File: config.mk
export PLATFORM = sky130hd
export DESIGN_NAME = mux2_store_arbiter
export DESIGN_NICKNAME = d
export VERILOG_FILES = /design/src/rtl/mux2_store_arbiter_pkg.sv /design/src/rtl/mux2_store_reg.sv /design/src/rtl/mux2_store_arbiter.sv
export SDC_FILE = /design/constraint.sdc
export NUM_CORES = 1
export LEC_CHECK = 0
export CAP_MARGIN = 20
export CORE_AREA = 2 2 39 41
export CTS_BUF_LIST = sky130_fd_sc_hd__clkbuf_8
export CTS_CLUSTER_SIZE = 12
export DETAILED_ROUTE_END_ITERATION = 16
export DIE_AREA = 0 0 41 43
export PLACE_DENSITY = 0.69
export SKIP_CTS_REPAIR_TIMING = 1
export SLEW_MARGIN = 20
export SYNTH_ARGS = -nofsm -noshare
export SYNTH_HDL_FRONTEND = slang
export SYNTH_SLANG_ARGS = --single-unit
File: constraint.sdc
create_clock -name clk -period 3.6 [get_ports clk]
set_input_delay 0.54 -clock clk [delete_from_list [all_inputs] [get_ports clk]]
set_output_delay 0.54 -clock clk [all_outputs]
set_load 0.02 [all_outputs]
File: src/rtl/mux2_store_arbiter_pkg.sv
// Shared constants and grant rule for the mux2_store_arbiter block.
// Source encoding is used for ws, q_src and last_grant alike.
package mux2_store_arbiter_pkg;

  localparam logic SRC_A = 1'b0;
  localparam logic SRC_B = 1'b1;

  // Select for this cycle: lone requester wins, ties follow lock or round-robin,
  // and with nobody valid the select parks on the last grantee.
  function automatic logic pick_grant(input logic a_valid, input logic b_valid,
                                      input logic lock, input logic last_grant);
    logic w_sel;
    w_sel = last_grant;
    if (a_valid && !b_valid) begin
      w_sel = SRC_A;
    end else if (b_valid && !a_valid) begin
      w_sel = SRC_B;
    end else if (a_valid && b_valid) begin
      w_sel = lock ? last_grant : ~last_grant;
    end
    return w_sel;
  endfunction

endpackage

File: src/rtl/mux2_store_reg.sv
// Behavioural 74LS298 equivalent: 2-input mux with a storage register,
// loads the selected word when load is high, otherwise holds.
module mux2_store_reg #(
  parameter int WIDTH = 4
) (
  input  logic             clk,
  input  logic             rst_n,
  input  logic             sel,
  input  logic             load,
  input  logic [WIDTH-1:0] a,
  input  logic [WIDTH-1:0] b,
  output logic [WIDTH-1:0] q
);

  logic [WIDTH-1:0] r_q;

  // NOTE: sequential state uses non-blocking assignments so every flop samples pre-edge values.
  always_ff @(posedge clk or negedge rst_n) begin
    if (!rst_n) begin
      r_q <= '0;
    end else if (load) begin
      r_q <= sel ? b : a;
    end
  end

  assign q = r_q;

endmodule

File: src/rtl/mux2_store_arbiter.sv
// Round-robin arbiter sharing one mux-with-storage register between requesters
// A and B, presenting the stored word downstream with valid/ready.
module mux2_store_arbiter
  import mux2_store_arbiter_pkg::*;
#(
  parameter int WIDTH = 4
) (
  input  logic             clk,
  input  logic             rst_n,
  input  logic             a_valid,
  input  logic [WIDTH-1:0] a_data,
  output logic             a_ready,
  input  logic             b_valid,
  input  logic [WIDTH-1:0] b_data,
  output logic             b_ready,
  input  logic             lock,
  output logic             ws,
  output logic             q_valid,
  output logic [WIDTH-1:0] q_data,
  output logic             q_src,
  input  logic             q_ready
);

  logic r_last_grant;
  logic r_q_valid;
  logic r_q_src;

  logic w_ws;
  logic w_can_load;
  logic w_accept;

  // NOTE: combinational blocks assign a default first so no path can infer a latch.
  always_comb begin
    w_ws = r_last_grant;
    w_ws = pick_grant(a_valid, b_valid, lock, r_last_grant);
  end

  // Single-entry output register: a drain and a load may share one edge.
  assign w_can_load = ~r_q_valid | q_ready;
  assign a_ready    = w_can_load & (w_ws == SRC_A);
  assign b_ready    = w_can_load & (w_ws == SRC_B);
  assign w_accept   = (a_valid & a_ready) | (b_valid & b_ready);

  always_ff @(posedge clk or negedge rst_n) begin
    if (!rst_n) begin
      r_q_valid    <= 1'b0;
      r_q_src      <= SRC_A;
      r_last_grant <= SRC_B;
    end else if (w_accept) begin
      r_q_valid    <= 1'b1;
      r_q_src      <= w_ws;
      r_last_grant <= w_ws;
    end else if (r_q_valid && q_ready) begin
      r_q_valid    <= 1'b0;
    end
  end

  mux2_store_reg #(
    .WIDTH(WIDTH)
  ) u_store (
    .clk  (clk),
    .rst_n(rst_n),
    .sel  (w_ws),
    .load (w_accept),
    .a    (a_data),
    .b    (b_data),
    .q    (q_data)
  );

  assign ws      = w_ws;
  assign q_valid = r_q_valid;
  assign q_src   = r_q_src;

endmodule
======== Word-level counts from Yosys, hierarchy flattened ========
Cells that the tools add are included.
word-level totals
  flip-flop bits (word level) ............. 7
  input bits .............................. 14
  output and inout port bits .............. 9
  logic and storage cells ................. 27
operators by class
  multiplexer cells ....................... 7
  bitwise operators ....................... 9
  reduce and logical (&&, ||, !) cells .... 7
operator list
  operator            number
  2-to-1 mux 1 bit    6
  AND 1 bit           4
  logical AND 1 bit   4
  2-to-1 mux 4 bit    1
  NOT 1 bit           3
  logical NOT 1 bit   2
  OR 1 bit            2
  nonzero test 2 bit  1

======== Depth between registers and ports, before layout ========
Gate-level depths: netlist of run 1.
  word-level depth ........................ 10
  gate-level depth with buffers ........... 4
  mapped depth without buffers ............ 4

======== Cells and area by module ========
From an unflattened synthesis of run 1, not the netlist that was laid out.
second synthesis, totals
  cells, all modules ...................... 42
  area, all modules ....................... 389.1 sq um
by module, submodules not included
  module              times used  cells each  area an instance (sq um)  seq. area each (sq um)
  mux2_store_arbiter  1           24          205.2                     76.3
  mux2_store_reg      1           18          183.9                     100.1

======== Worst setup path after synthesis of run 1 ========
No wires, ideal clock.
  kind .................................... input-to-output
  from .................................... input a_valid
  to ...................................... output a_ready
  arrival time ............................ 1.289 ns
  data required time ...................... 3.060 ns
  setup slack ............................. 1.771 ns
  cell stages on the path ................. 3
  path buffers ............................ 0
  cell sequence ........................... a21bo_1 -> a22oi_4 -> and2_2
on the way
  longest elaborated chain between the ends .. 6
  elaborated cells on any way between the ends .. 9
  those cells by class .................... mux (3); bitwise (2); reduce/logical (4)
ends and longest elaborated chain
  item                                                    line                                                        source
  start: declaration                                      mux2_store_arbiter.sv:10                                    input logic a_valid,
  logical AND 1 bit or logical NOT 1 bit (tied branches)  mux2_store_arbiter_pkg.sv:18, mux2_store_arbiter_pkg.sv:16
  2-to-1 mux 1 bit or logical AND 1 bit (tied branches)   mux2_store_arbiter_pkg.sv:18, mux2_store_arbiter_pkg.sv:16
  2-to-1 mux 1 bit                                        mux2_store_arbiter_pkg.sv:16                                end else if (b_valid && !a_valid) begin
  2-to-1 mux 1 bit (*)                                    mux2_store_arbiter_pkg.sv:14                                if (a_valid && !b_valid) begin
  NOT 1 bit (*)                                           mux2_store_arbiter.sv:40                                    assign a_ready = w_can_load & (w_ws == SRC_A);
  AND 1 bit (*)                                           mux2_store_arbiter.sv:40
  end: declaration                                        mux2_store_arbiter.sv:12                                    output logic a_ready,
Mark *: on every way between the ends. The rest lies on a longest branch, timed or not.

======== Worst setup path in the final report of run 1 ========
Same ends and word-level chain as after synthesis.

==> results of run 1 <==
## registers in the layout (all words and copies together), names as in the netlist
register	count
q_src	1
q_valid	1
r_last_grant	1
u_store.q	4
## Yosys cell counts
cell | n | area [um2]
nor2b_1 | 1 | 6.26
a22oi_4 | 1 | 21.3
mux2i_1 | 4 | 40.0
dfrtp_1 | 6 | 150
o21ai_0 | 2 | 10.0
a21oi_1 | 3 | 15.0
dfstp_2 | 1 | 26.3
o21ai_1 | 5 | 25.0
nor3_1 | 1 | 5.00
nand2b_1 | 1 | 6.26
nand2_1 | 8 | 30.0
and2_2 | 1 | 7.51
nor3b_1 | 1 | 7.51
inv_1 | 1 | 3.75
a21bo_1 | 1 | 10.0
## cells by family (layout without fill, tap and decap cells)
family / after synthesis / after routing
buffers and inverters: 1 / 27
and+or+nand+nor: 13 / 13
DFF: 7 / 7
muxes: 4 / 4
AOI/OAI and AO/OA: 12 / 12
## per-layer routing
| metal | vias to the layer above | routed length (um) |
|---|---|---|
| met2 | 13 | 363 |
| met5 | - | 0 |
| met3 | 0 | 70 |
| met1 | 154 | 337 |
| met4 | 0 | 0 |
| li1 | 180 | - |
## layout make-up
cell class                 instances  area [um2]  share of cell area, %
timing repair buffer              22         220                   33.9
multi-input combinational         29         184                   28.3
clock buffer                       3        41.3                   6.36
clock inverter                     1        3.75                  0.578
tap                               16        20.0                   3.08
sequential                         7         176                   27.2
inverter                           1        3.75                  0.578
## power groups by stage
stage / clock, W / sequential, W / combinational (W)
4_1_cts: 0.000107 / 0.000107 / 0.000119
2_1_floorplan: 0 / 0.000124 / 0.0000427
6_report: 0.000106 / 0.000108 / 0.000117
3_3_place_gp: 0 / 0.000108 / 0.000118
3_5_place_dp: 0 / 0.000108 / 0.000119
5_1_grt: 0.000109 / 0.000109 / 0.000127
## per-stage QoR
| step | utilization (%) | hold WS (ns) | worst slack (ns) |
|---|---|---|---|
| after global placement | 43.7 | 0.474 | 0.646 |
| after detailed placement | 43.7 | 0.479 | 0.615 |
| after CTS | 46.9 | 0.488 | 0.611 |
| final | 46.9 | 0.483 | 0.624 |
| after global routing | 46.9 | 0.518 | 0.535 |
| after floorplan | - | 0.244 | 1.77 |
## critical path: stages
cell and delay (ns):
clkdlybuf4s50_1 0.54, a21bo_1 0.25, a22oi_4 0.32, and2_2 0.20, clkdlybuf4s50_1 0.59
## final timing paths
| kind | end | slack [ns] |
|---|---|---|
| setup / recovery | a_ready | 0.62 |
| hold / removal | u_store.q[2] | 0.48 |
| setup reg to reg | u_store.q[1] | 2.15 |
| hold reg to reg | u_store.q[2] | 0.48 |
| max in group asynchronous | r_last_grant | 2.74 |
| min in group asynchronous | q_src | 0.58 |
## cell usage in the layout, fill, tap and decap left out
cell | synthesis | layout
nand2_1 | 8 | 8
dfstp_2 | 1 | 1
and2_2 | 1 | 1
nor3b_1 | 1 | 1
dfrtp_1 | 6 | 6
o21ai_1 | 5 | 5
clkbuf_8 | 0 | 3
nor2b_1 | 1 | 1
nand2b_1 | 1 | 1
a21bo_1 | 1 | 1
clkdlybuf4s50_1 | 0 | 22
o21ai_0 | 2 | 2
a22oi_4 | 1 | 1
mux2i_1 | 4 | 4
inv_1 | 1 | 2
a21oi_1 | 3 | 3
nor3_1 | 1 | 1
==> results.yml, run 1 <==
clock_tree:
  cts-buffers-inserted: 3
  cts_tree: "done"
  htreeDepth: 1
  cts_buffer_depth: 2
  clk_latency_ns: 0.22
  path_clk_slew_ns: 0.04
  cts_root_buf: "clkbuf_8"
  clock_sinks: 7
setup_path:
  cp-end-kind: "output pin"
  critPathLaunch: "a_valid"
  rr_worst_depth: 4
  crit_type: "in2out"
  path_max_fanout: 8
  start_kind: "input port"
  cp_data_arrival_time_ns: 2.44
  required_ns: 3.06
  rr_startpoint: "r_last_grant"
placed_design:
  placed_area_um2: 604
  dp_cells: 75
  routabilityCongestion: 0.625
  io_buffers: 22
final_layout:
  fin_area_um2: 649
  fillers: 144
  n_antenna_cell: 0
  layout.nets: 78
  finalNonFillerCells: 79
  area_growth_pct: 78.4
  drive_gt1_share_pct: 9.52
yosys:
  syn_avg_cell_area_um2: 9.84
  synth-compound-area-share_pct: 22.3
  synthMuxAreaShare_pct: 11.0
  synth_xor_area_share_pct: 0
  synth_area_um2: 364
  synth_nets: 51
  synth_top_family_by_area: "compound AO/OA/AOI/OAI gates"
  synthCells: 37
  synthSimpleGateAreaFrac_pct: 17.2
  seq_area_frac_synth_pct: 48.5
  synth_fa_ha_area_share_pct: 0
  synth.distinct_cells: 15
  synth_seq_cells: 7
  synth_warnings: 0
global_route:
  busiest_layer: "met2"
  antenna_found_initial: 0
  grt_first_pass_wirelength_mm: 1.19
  grt_pass1_vias: 288
  met1_usage_pct: 12.7
  grt_overflow: 0
  grt_usage_pct: 10.4
  use_met3_pct: 4.19
  use_met2_pct: 13.8
  grt_max_degree: 10
sta:
  grt_setup_unrepaired: "no"
  finalMaxSlewViolations: 0
  clock-skew-final_ns: 0.00169
  finalSetupTns_ns: 0
  hold_violations: 0
  fmax_ghz: 0.336
  worst_pin_slew_ns: 0.605
  setup_violations: 0
  finalCritPeriodShare_pct: 82.7
  min_period_ns: 2.98
  timing.slew.headroom_pct: 59.4
power_and_ir_drop:
  power.switching_w: 0.0000989
  p_int_w: 0.000232
  clkPwrFrac_pct: 32.0
  switching_share_pct: 29.9
  p_seq_share_pct: 32.5
  p_comb_share_pct: 35.5
  ir_drop_mv: 0.228
  power_density_nw_per_um2: 509
  power_w: 0.000331
  p_leak_nw: 0.284
worst_hold_path:
  min_path_type: "reg2reg"
  holdPathStages: 2
  hold_start: "u_store.q[2]"
detailed_routing:
  drt_iter0_drc: 4
  drc: 0
  routedWlPerCell_um: 9.76
  first_pass_iters: 3
  vias: 347
  ant_nets: 0
  routed_wl_um: 771
  viasPerCell: 4.39
die:
  die_x_um: 41
  rows: 14
  dieHeight_um: 43
  start_util_pct: 26.3
  core_um2: 1380
  num_io_pins: 23
  die-area_um2: 1760
run:
  max_cap_viol_count: 0
outcome:
  status: "finished clean"
Power figures use the tool's default switching activity.
==> run 2, diff against run 1 <==
==> constraint.sdc (replaced) <==
create_clock -name clk -period 3.07 [get_ports clk]
set_input_delay 0.4605 -clock clk [delete_from_list [all_inputs] [get_ports clk]]
set_output_delay 0.4605 -clock clk [all_outputs]
set_load 0.02 [all_outputs]
==> results.yml, run 2 (same netlist as run 1, synthesis figures left out) <==
run:
  max_cap_viol_count: 0
placed_design:
  placed_area_um2: 612
  io_buffers: 22
  dp_slack_ns: 0.378
  routabilityCongestion: 0.610
  dp_cells: 76
  hpwl_um: 686
setup_path:
  crit_type: "in2out"
  path_max_fanout: 7
  path_common_cell: "clkdlybuf4s50_1"
  cp_slowest_cell: "clkdlybuf4s50_1"
  crit_cells: 6
  rr_worst_depth: 5
  critPathTopFamily: "buffers and inverters"
  crit_chain: "clkdlybuf4s50_1, a21bo_1, a22oi_4, buf_4, nor2b_1, clkdlybuf4s50_1"
  required_ns: 2.61
  start_kind: "input port"
  cp_slowest_stage_delay_ns: 0.60
  cp_num_buf_inv: 3
  cp-end-kind: "output pin"
  cp_data_arrival_time_ns: 2.22
sta:
  finalSetupTns_ns: 0
  fmax_ghz: 0.373
  hold_violations: 0
  min_period_ns: 2.68
  finalMaxSlewViolations: 0
  worst_pin_slew_ns: 0.580
  fin_ws_ns: 0.387
  finalCritPeriodShare_pct: 87.4
  grt_setup_unrepaired: "no"
  clock-skew-final_ns: 0.000642
  setup_violations: 0
  timing.slew.headroom_pct: 61.1
final_layout:
  layout.nets: 79
  n_antenna_cell: 0
  largest_register_ffs: 4
  finalNonFillerCells: 80
  fin_area_um2: 657
  drive_gt1_share_pct: 10.9
  final_common_cell: "clkdlybuf4s50_1"
  layout_common_cells: "clkdlybuf4s50_1 (22), nand2_1 (8), dfrtp_1 (6), o21ai_1 (5), mux2i_1 (4)"
  area_growth_pct: 80.4
clock_tree:
  clk_latency_ns: 0.22
  htreeDepth: 1
  cts_tree: "done"
  clock_sinks: 7
  cts-buffers-inserted: 3
  cts_buffer_depth: 2
  cts_root_buf: "clkbuf_8"
  path_clk_slew_ns: 0.04
detailed_routing:
  routedWlPerCell_um: 10.1
  first_pass_iters: 3
  vias: 350
  ant_nets: 0
  drt_iter0_drc: 7
  drc: 0
  viasPerCell: 4.38
  routed_wl_um: 811
outcome:
  status: "finished clean"
global_route:
  use_met3_pct: 3.14
  busiest_layer: "met2"
  grt_first_pass_wirelength_mm: 1.30
  grt_overflow: 0
  grt_max_degree: 10
  grt_pass1_vias: 331
  met1_usage_pct: 13.3
  grt_usage_pct: 11.0
  use_met2_pct: 16.6
  antenna_found_initial: 0
die:
  dieHeight_um: 43
  die-area_um2: 1760
  rows: 14
  start_util_pct: 26.3
  num_io_pins: 23
  core_um2: 1380
  die_x_um: 41
power_and_ir_drop:
  power_density_nw_per_um2: 588
  ir_drop_mv: 0.313
  power_w: 0.000386
  p_leak_nw: 0.289
worst_hold_path:
  min_path_type: "reg2reg"
  holdPathStages: 2
-- run 2: path summary, 6_finish.rpt --
kind	startpoint	end	slack [ns]
max	b_valid	b_ready	0.39
max in group asynchronous	rst_n	r_last_grant	2.28
max reg2reg	r_last_grant	u_store.q[2]	1.58
min in group asynchronous	rst_n	u_store.q[2]	0.50
min	u_store.q[0]	u_store.q[0]	0.48
min reg2reg	u_store.q[0]	u_store.q[0]	0.48
-- run 2: worst register-to-register path, delay by kind of cell, from the launching register on --
family | cells | cell delay [ns]
AO/OA/AOI/OAI | 3 | 0.39
flip-flops | 1 | 0.57
buffers and inverters | 1 | 0.19
multiplexers | 1 | 0.20
-- run 2: power breakdown --
| group | leakage [nW] | switching (W) | internal [W] |
|---|---|---|---|
| registers | 0.0808 | 0.0000130 | 0.000113 |
| clock network | 0.0269 | 0.0000330 | 0.0000858 |
| logic | 0.181 | 0.0000661 | 0.0000751 |
| total | 0.289 | 0.000112 | 0.000274 |
-- run 2: per-layer routing --
metal / share of wire [%] / routed length (um) / vias up
met5: 0 / 0 / -
met4: 0.99 / 8 / 0
met3: 7.9 / 64 / 2
met2: 48 / 388 / 13
met1: 43 / 348 / 152
li1: - / - / 183
-- run 2: final cells by class --
cell class / instances / area [um2]
fillers: 149 / 727
clock buffers: 3 / 41.3
well taps: 16 / 20.0
repair buffers: 23 / 228
flip-flops and latches: 7 / 176
multi-input cells: 29 / 184
inverters: 1 / 3.75
clock inverters: 1 / 3.75
-- run 2: through the flow --
stage / hold WS [ns] / util (%)
2_1_floorplan: 0.165 / -
3_3_place_gp: 0.475 / 44.2
3_5_place_dp: 0.479 / 44.2
4_1_cts: 0.487 / 47.5
5_1_grt: 0.510 / 47.5
6_report: 0.484 / 47.5
==> run 3, diff against run 2 <==
--- a/config.mk
+++ b/config.mk
@@ -5,7 +5,6 @@
 export SDC_FILE = /design/constraint.sdc
 export NUM_CORES = 1
 export LEC_CHECK = 0
-export CAP_MARGIN = 20
 export CORE_AREA = 2 2 39 41
 export CTS_BUF_LIST = sky130_fd_sc_hd__clkbuf_8
 export CTS_CLUSTER_SIZE = 12
==> results of run 3 <==
Final layout, timing and power as in run 2 (identical DEF).
